**src/rtl/ac_motor_phase_scheduler_if.sv**
```systemverilog
// Command/status bundle between the inverter controller and the phase scheduler.
// The controller side uses the master modport, the scheduler uses slave.
interface ac_motor_phase_scheduler_if #(
    parameter int CNT_W = 10
);
    logic             start;
    logic             stop;
    logic             fault_in;
    logic             fault_clr;
    logic [CNT_W-1:0] duty_u;
    logic [CNT_W-1:0] duty_v;
    logic [CNT_W-1:0] duty_w;
    logic [7:0]       delay_req;

    logic             s_in_u;
    logic             s_in_v;
    logic             s_in_w;
    logic             sw_enable;
    logic [7:0]       delay;
    logic [2:0]       state;
    logic             carrier_sync;
    logic             fault_latched;

    modport master (
        output start, stop, fault_in, fault_clr, duty_u, duty_v, duty_w, delay_req,
        input  s_in_u, s_in_v, s_in_w, sw_enable, delay, state, carrier_sync, fault_latched
    );

    modport slave (
        input  start, stop, fault_in, fault_clr, duty_u, duty_v, duty_w, delay_req,
        output s_in_u, s_in_v, s_in_w, sw_enable, delay, state, carrier_sync, fault_latched
    );
endinterface

```
**src/rtl/ac_motor_phase_scheduler.sv**
```systemverilog
// Three-phase PWM sequencer: triangle carrier, precharge/run/drain/fault control.
// Define AC_MOTOR_MIN_PULSE_EN to clamp duties so no pulse is shorter than the dead time.
module ac_motor_phase_scheduler #(
    parameter int CNT_W         = 10,
    parameter int PERIOD        = 500,
    parameter int PRECHARGE_CYC = 256,
    parameter int DRAIN_CYC     = 300
) (
    input logic                    clk,
    input logic                    rst_n,
    ac_motor_phase_scheduler_if.slave bus
);

    typedef enum logic [2:0] {
        IDLE      = 3'd0,
        PRECHARGE = 3'd1,
        RUN       = 3'd2,
        DRAIN     = 3'd3,
        FAULT     = 3'd4
    } state_t;

    typedef enum logic {
        UP   = 1'b0,
        DOWN = 1'b1
    } dir_t;

    localparam int SC_W   = $clog2((PRECHARGE_CYC > DRAIN_CYC ? PRECHARGE_CYC : DRAIN_CYC) + 1);
    localparam int HALF_I = PERIOD / 2;
    localparam int TOP_I  = PERIOD - 1;
    localparam int PRE_I  = PRECHARGE_CYC - 1;
    localparam int DRN_I  = DRAIN_CYC - 1;
    localparam logic [CNT_W:0]   PER  = PERIOD[CNT_W:0];
    localparam logic [CNT_W:0]   HALF = HALF_I[CNT_W:0];
    localparam logic [CNT_W-1:0] TOP  = TOP_I[CNT_W-1:0];
    localparam logic [SC_W-1:0]  PRE_LAST = PRE_I[SC_W-1:0];
    localparam logic [SC_W-1:0]  DRN_LAST = DRN_I[SC_W-1:0];

    state_t           state_q, next_state;
    dir_t             dir_q, dir_nxt;
    logic [SC_W-1:0]  state_cnt_q;
    logic [CNT_W-1:0] cnt_q, cnt_nxt;
    logic [7:0]       delay_q;
    logic [CNT_W-1:0] duty_q   [3];
    logic [CNT_W-1:0] duty_raw [3];
    logic [CNT_W:0]   shaped   [3];
    logic [2:0]       s_in_q;
    logic             sw_en_q, sync_q, fault_q;
    logic             run_hold, load_duty, sync_nxt;

    assign duty_raw[0] = bus.duty_u;
    assign duty_raw[1] = bus.duty_v;
    assign duty_raw[2] = bus.duty_w;

    always_comb begin
        // NOTE: every variable gets its default first so no path infers a latch.
        next_state = state_q;
        if (bus.fault_in) begin
            next_state = FAULT;
        end else begin
            unique case (state_q)
                IDLE:      if (!bus.stop && bus.start) next_state = PRECHARGE;
                PRECHARGE: if (bus.stop) next_state = DRAIN;
                           else if (state_cnt_q == PRE_LAST) next_state = RUN;
                RUN:       if (bus.stop) next_state = DRAIN;
                DRAIN:     if (state_cnt_q == DRN_LAST) next_state = IDLE;
                FAULT:     if (bus.fault_clr) next_state = IDLE;
                default:   next_state = IDLE;
            endcase
        end
    end

    assign run_hold = (state_q == RUN) && (next_state == RUN);

    // Endpoints repeat once as the direction flips, giving a 2*PERIOD cycle.
    always_comb begin
        cnt_nxt = '0;
        dir_nxt = UP;
        if (run_hold) begin
            if (dir_q == UP) begin
                if (cnt_q == TOP) begin
                    cnt_nxt = cnt_q;
                    dir_nxt = DOWN;
                end else begin
                    cnt_nxt = cnt_q + 1'b1;
                end
            end else if (cnt_q != '0) begin
                cnt_nxt = cnt_q - 1'b1;
                dir_nxt = DOWN;
            end
        end
    end

    assign sync_nxt  = run_hold && (cnt_nxt == '0) && (dir_nxt == DOWN);
    assign load_duty = (next_state == RUN) &&
                       ((state_q != RUN) || ((cnt_q == '0) && (dir_q == DOWN)));

`ifdef AC_MOTOR_MIN_PULSE_EN
    logic [CNT_W:0] dly;
    assign dly = {{(CNT_W-7){1'b0}}, delay_q};
`endif

    always_comb begin
        for (int i = 0; i < 3; i++) begin
            shaped[i] = ({1'b0, duty_raw[i]} > PER) ? PER : {1'b0, duty_raw[i]};
`ifdef AC_MOTOR_MIN_PULSE_EN
            if (dly >= HALF)
                shaped[i] = (shaped[i] < HALF) ? '0 : PER;
            else if (shaped[i] < dly)
                shaped[i] = '0;
            else if (shaped[i] > PER - dly)
                shaped[i] = PER;
`endif
        end
    end

    always_ff @(posedge clk) begin
        // NOTE: sequential state uses non-blocking assignments only.
        if (!rst_n) begin
            state_q     <= IDLE;
            state_cnt_q <= '0;
            cnt_q       <= '0;
            dir_q       <= UP;
            delay_q     <= '0;
            s_in_q      <= '0;
            sw_en_q     <= 1'b0;
            sync_q      <= 1'b0;
            fault_q     <= 1'b0;
            for (int i = 0; i < 3; i++) duty_q[i] <= '0;
        end else begin
            state_q     <= next_state;
            state_cnt_q <= ((next_state == state_q) &&
                            ((state_q == PRECHARGE) || (state_q == DRAIN))) ?
                           state_cnt_q + 1'b1 : '0;
            cnt_q       <= cnt_nxt;
            dir_q       <= dir_nxt;
            sw_en_q     <= (next_state == PRECHARGE) || (next_state == RUN) ||
                           (next_state == DRAIN);
            sync_q      <= sync_nxt;
            fault_q     <= (next_state == FAULT);
            // Dead time may only move while the switches are guaranteed off.
            if (state_q == IDLE) delay_q <= bus.delay_req;
            for (int i = 0; i < 3; i++) begin
                if (load_duty) duty_q[i] <= shaped[i][CNT_W-1:0];
                s_in_q[i] <= run_hold && (cnt_q < duty_q[i]);
            end
        end
    end

    assign bus.s_in_u        = s_in_q[0];
    assign bus.s_in_v        = s_in_q[1];
    assign bus.s_in_w        = s_in_q[2];
    assign bus.sw_enable     = sw_en_q;
    assign bus.delay         = delay_q;
    assign bus.state         = state_q;
    assign bus.carrier_sync  = sync_q;
    assign bus.fault_latched = fault_q;

endmodule
```
**src/flat_wrapper.sv**
```systemverilog
// flat-port wrapper written by rule: the top's interface ports become plain ports
module ac_motor_phase_scheduler_flat 
#(
    parameter int CNT_W         = 10,
    parameter int PERIOD        = 500,
    parameter int PRECHARGE_CYC = 256,
    parameter int DRAIN_CYC     = 300
)
  (clk, rst_n, bus_start, bus_stop, bus_fault_in, bus_fault_clr, bus_duty_u, bus_duty_v, bus_duty_w, bus_delay_req, bus_s_in_u, bus_s_in_v, bus_s_in_w, bus_sw_enable, bus_delay, bus_state, bus_carrier_sync, bus_fault_latched);
  ac_motor_phase_scheduler_if #(.CNT_W(CNT_W)) bus_i ();
  input logic clk;
  input logic rst_n;
  input wire logic [$bits(bus_i.start)-1:0] bus_start;
  input wire logic [$bits(bus_i.stop)-1:0] bus_stop;
  input wire logic [$bits(bus_i.fault_in)-1:0] bus_fault_in;
  input wire logic [$bits(bus_i.fault_clr)-1:0] bus_fault_clr;
  input wire logic [$bits(bus_i.duty_u)-1:0] bus_duty_u;
  input wire logic [$bits(bus_i.duty_v)-1:0] bus_duty_v;
  input wire logic [$bits(bus_i.duty_w)-1:0] bus_duty_w;
  input wire logic [$bits(bus_i.delay_req)-1:0] bus_delay_req;
  output wire logic [$bits(bus_i.s_in_u)-1:0] bus_s_in_u;
  output wire logic [$bits(bus_i.s_in_v)-1:0] bus_s_in_v;
  output wire logic [$bits(bus_i.s_in_w)-1:0] bus_s_in_w;
  output wire logic [$bits(bus_i.sw_enable)-1:0] bus_sw_enable;
  output wire logic [$bits(bus_i.delay)-1:0] bus_delay;
  output wire logic [$bits(bus_i.state)-1:0] bus_state;
  output wire logic [$bits(bus_i.carrier_sync)-1:0] bus_carrier_sync;
  output wire logic [$bits(bus_i.fault_latched)-1:0] bus_fault_latched;
  assign bus_i.start = bus_start;
  assign bus_i.stop = bus_stop;
  assign bus_i.fault_in = bus_fault_in;
  assign bus_i.fault_clr = bus_fault_clr;
  assign bus_i.duty_u = bus_duty_u;
  assign bus_i.duty_v = bus_duty_v;
  assign bus_i.duty_w = bus_duty_w;
  assign bus_i.delay_req = bus_delay_req;
  assign bus_s_in_u = bus_i.s_in_u;
  assign bus_s_in_v = bus_i.s_in_v;
  assign bus_s_in_w = bus_i.s_in_w;
  assign bus_sw_enable = bus_i.sw_enable;
  assign bus_delay = bus_i.delay;
  assign bus_state = bus_i.state;
  assign bus_carrier_sync = bus_i.carrier_sync;
  assign bus_fault_latched = bus_i.fault_latched;
  ac_motor_phase_scheduler #(.CNT_W(CNT_W), .PERIOD(PERIOD), .PRECHARGE_CYC(PRECHARGE_CYC), .DRAIN_CYC(DRAIN_CYC)) u_core (.clk(clk), .rst_n(rst_n), .bus(bus_i));
endmodule
```
**config.mk**
```make
export PLATFORM = sky130hd
export DESIGN_NAME = ac_motor_phase_scheduler_flat
export DESIGN_NICKNAME = d
export VERILOG_FILES = /design/src/rtl/ac_motor_phase_scheduler_if.sv /design/src/rtl/ac_motor_phase_scheduler.sv /design/src/flat_wrapper.sv
export SDC_FILE = /design/constraint.sdc
export NUM_CORES = 1
export LEC_CHECK = 0
export CAP_MARGIN = 20
export CORE_ASPECT_RATIO = 0.9
export CORE_UTILIZATION = 50
export CTS_CLUSTER_DIAMETER = 80
export DETAILED_ROUTE_END_ITERATION = 10
export GPL_TIMING_DRIVEN = 0
export PLACE_DENSITY_LB_ADDON = 0.3
export SLEW_MARGIN = 40
export SYNTH_ARGS = -nofsm -noshare
export SYNTH_HDL_FRONTEND = slang
export SYNTH_SLANG_ARGS = --single-unit
```
**constraint.sdc**
```tcl
create_clock -name clk -period 6.7 [get_ports clk]
set_clock_uncertainty 0.1 [all_clocks]
set_input_delay 1.34 -clock clk [delete_from_list [all_inputs] [get_ports clk]]
set_output_delay 1.34 -clock clk [all_outputs]
set_load 0.02 [all_outputs]
```
==> metrics.yaml <==
cts_num_sinks: 67
grt_pass1_wl_um: 13200
gr-usage-met1: 0.281
cp-end-kind: "flop"
drc_errors: 0
numPortBuffers: 60
final.period_utilization: 0.521
regToRegSetupSlack_ps: 3400
rows: 29
setup_ws_ps: 3210
grt_max_degree: 13
slew-limit-headroom: 0.486
cts_hold_buffers: 0
worstPathRequired_ps: 6650
period_needed_ps: 3490
area_delta_synth_final_pct: 25.1
synthesis.area_mm2: 0.00373
start_util: 0.521
critical_path_peak_fanout: 11
fillCellCount: 561
antennaDiodeCount: 0
tightest_slew_ps: 767
synth-seq-cells: 67
cts_setup_buffers: 0
first_pass_iters: 5
use_met3: 0.0719
synth_edf_count: 30
drt-initial-drc-count: 142
reg2reg_to: "u_core.duty_q[0][1]"
cts_tree: "done"
clk_pin_slew_ps: 70
clk_latency_ps: 340
busiest_layer: "met2"
antenna_found_initial: 0
drive_gt1_frac: 0.0557
cts_resized: 0
run_status: "finished clean"
vdd_drop_max_uv: 192
synthDominantCellAreaShare: 0.242
wl_per_cell_um: 13.7
wirelength_um: 7690
syn_inst: 388
regArea_mm2: 0.00164
finalSetupTns_ps: 0
via_per_inst: 5.27
finalHoldViolCount: 0
ys.flop_type: "dfxtp_1"
place.gp.congestion: 0.911
p_leak_uw: 0.00202
multi_input_comb_area_mm2: 0.00187
fmaxAchievable_mhz: 287
synth_top_cell_by_area: "edfxtp_1"
ff2ff_path_depth: 10
yosys-top-cells-count: "nor2_1, inv_1, dfxtp_1, ha_1, edfxtp_1"
cts_root_buffer: "clkbuf_8"
worst-endpoint-arrival_ps: 3430
cts_buffer_depth: 2
grt_pass1_vias: 2832
htree_levels: 3
yosysWarnings: 0
min_path_cells: 1
syn_avg_cell_area_um2: 9.61
synth.most_common_cell: "nor2_1"
vias: 2951
synth_area_leaders: "edfxtp_1, dfxtp_1, ha_1"
hold_path_class: "reg -> reg"
finalSetupViolations: 0
cts_made_buffers: 9
coreArea_mm2: 0.00715
io_pins: 61
critPathKind: "in -> reg"
dieWidth_um: 93.0
die-area_mm2: 0.00780
met2_usage: 0.348
min_to: "u_core.state_cnt_q[0]"
drv_cap: 0
maxSlewViolCount: 0
p_per_area_mw_per_mm2: 180
nets: 538
r2r-start: "u_core.cnt_q[0]"
worstHoldStart: "u_core.state_cnt_q[0]"
antenna_left: 0
worstSetupStartpointType: "primary input"
async_flop_share: 0
p_total_uw: 837
startpoint: "bus_stop"
place_hpwl_um: 5710
pre_cts_ws_ps: 2820
die_y_um: 83.9
synth_cell_type_count: 51
globalRouteOverflowTotal: 0
grt_usage: 0.217
ys_seq_area_frac: 0.440
rsz0062_at_grt: "false"
where the power goes:
| part | total, µW | internal, µW | switching [µW] |
|---|---|---|---|
| clock | 312 | 166 | 146 |
| combinational | 81.1 | 45.0 | 36.1 |
| sequential | 444 | 438 | 5.44 |
cells in the final DEF (no fill, tap or decap), drive strengths merged, types with 14 or more instances in the layout:
cell           synthesis  final
clkdlybuf4s50          0     60
nor2                  49     49
ha                    31     31
inv                   40     40
dfxtp                 37     37
clkbuf                 8     22
edfxtp                30     30
a21oi                 14     14
o21a                  18     18
sequential cells by signal, summed over array words and instances (netlist names):
signal and flops:
u_core.duty_q 30, u_core.cnt_q 10, u_core.state_cnt_q 9, u_core.bus.delay 8, u_core.bus.state 3, u_core.s_in_q 3
u_core.bus.carrier_sync 1, u_core.bus.fault_latched 1, u_core.bus.sw_enable 1, u_core.dir_q 1
cell type report:
cell class / instances / area share
Tap cell: 93 / 0.0250
Clock inverter: 1 / 0.00161
Inverter: 41 / 0.0330
Sequential cell: 67 / 0.352
Timing Repair Buffer: 62 / 0.132
Buffer: 14 / 0.0169
Multi-Input combinational cell: 268 / 0.402
Clock buffer: 14 / 0.0373
logic make-up (layout without fill, tap and decap cells):
logic type | after synthesis | after routing | synth area share
AND/OR/NAND/NOR | 129 | 129 | 0.182
multiplexers | 10 | 10 | 0.0269
AO/OA/AOI/OAI | 79 | 79 | 0.146
other | 1 | 3 | 0.00101
XOR/XNOR | 16 | 16 | 0.0376
adder cells (fa/ha/maj) | 31 | 31 | 0.104
flip-flops | 67 | 67 | 0.440
buffers and inverters | 55 | 132 | 0.0624
per-layer routing:
metal | share of wire | up-vias | routed length [µm]
met3 | 0.056 | 9 | 431
li1 | - | 1517 | -
met1 | 0.46 | 1341 | 3530
met2 | 0.47 | 84 | 3650
met5 | 0 | - | 0
met4 | 0.010 | 0 | 78
critical path, stage by stage:
cell	delay (ps)
clkdlybuf4s50_1	510
nor2_1	50
or3_1	310
nand2_1	90
or3b_4	430
o31ai_4	410
buf_4	290
metrics by stage:
stage / hold slack (ps) / instance area, µm² / std cells / util
after global routing: 403 / 4660 / 560 / 0.652
after floorplan: 326 / 3730 / 390 / -
after global placement: 340 / 4450 / 543 / 0.623
after detailed placement: 352 / 4480 / 545 / 0.627
final: 367 / 4660 / 560 / 0.652
after CTS: 367 / 4660 / 560 / 0.652
worst max path at each step:
stage,endpoint,slack (ps),cells past startpoint
3_5_place_dp,u_core.duty_q[0][22],2820,7
4_1_cts,u_core.duty_q[0][1],3190,7
6_report,u_core.duty_q[0][1],3210,7
2_1_floorplan,u_core.duty_q[0][0],1680,6
5_1_grt,u_core.duty_q[0][0],3010,8
3_3_place_gp,u_core.duty_q[0][7],190,6
(Power assumes the default switching activity.)
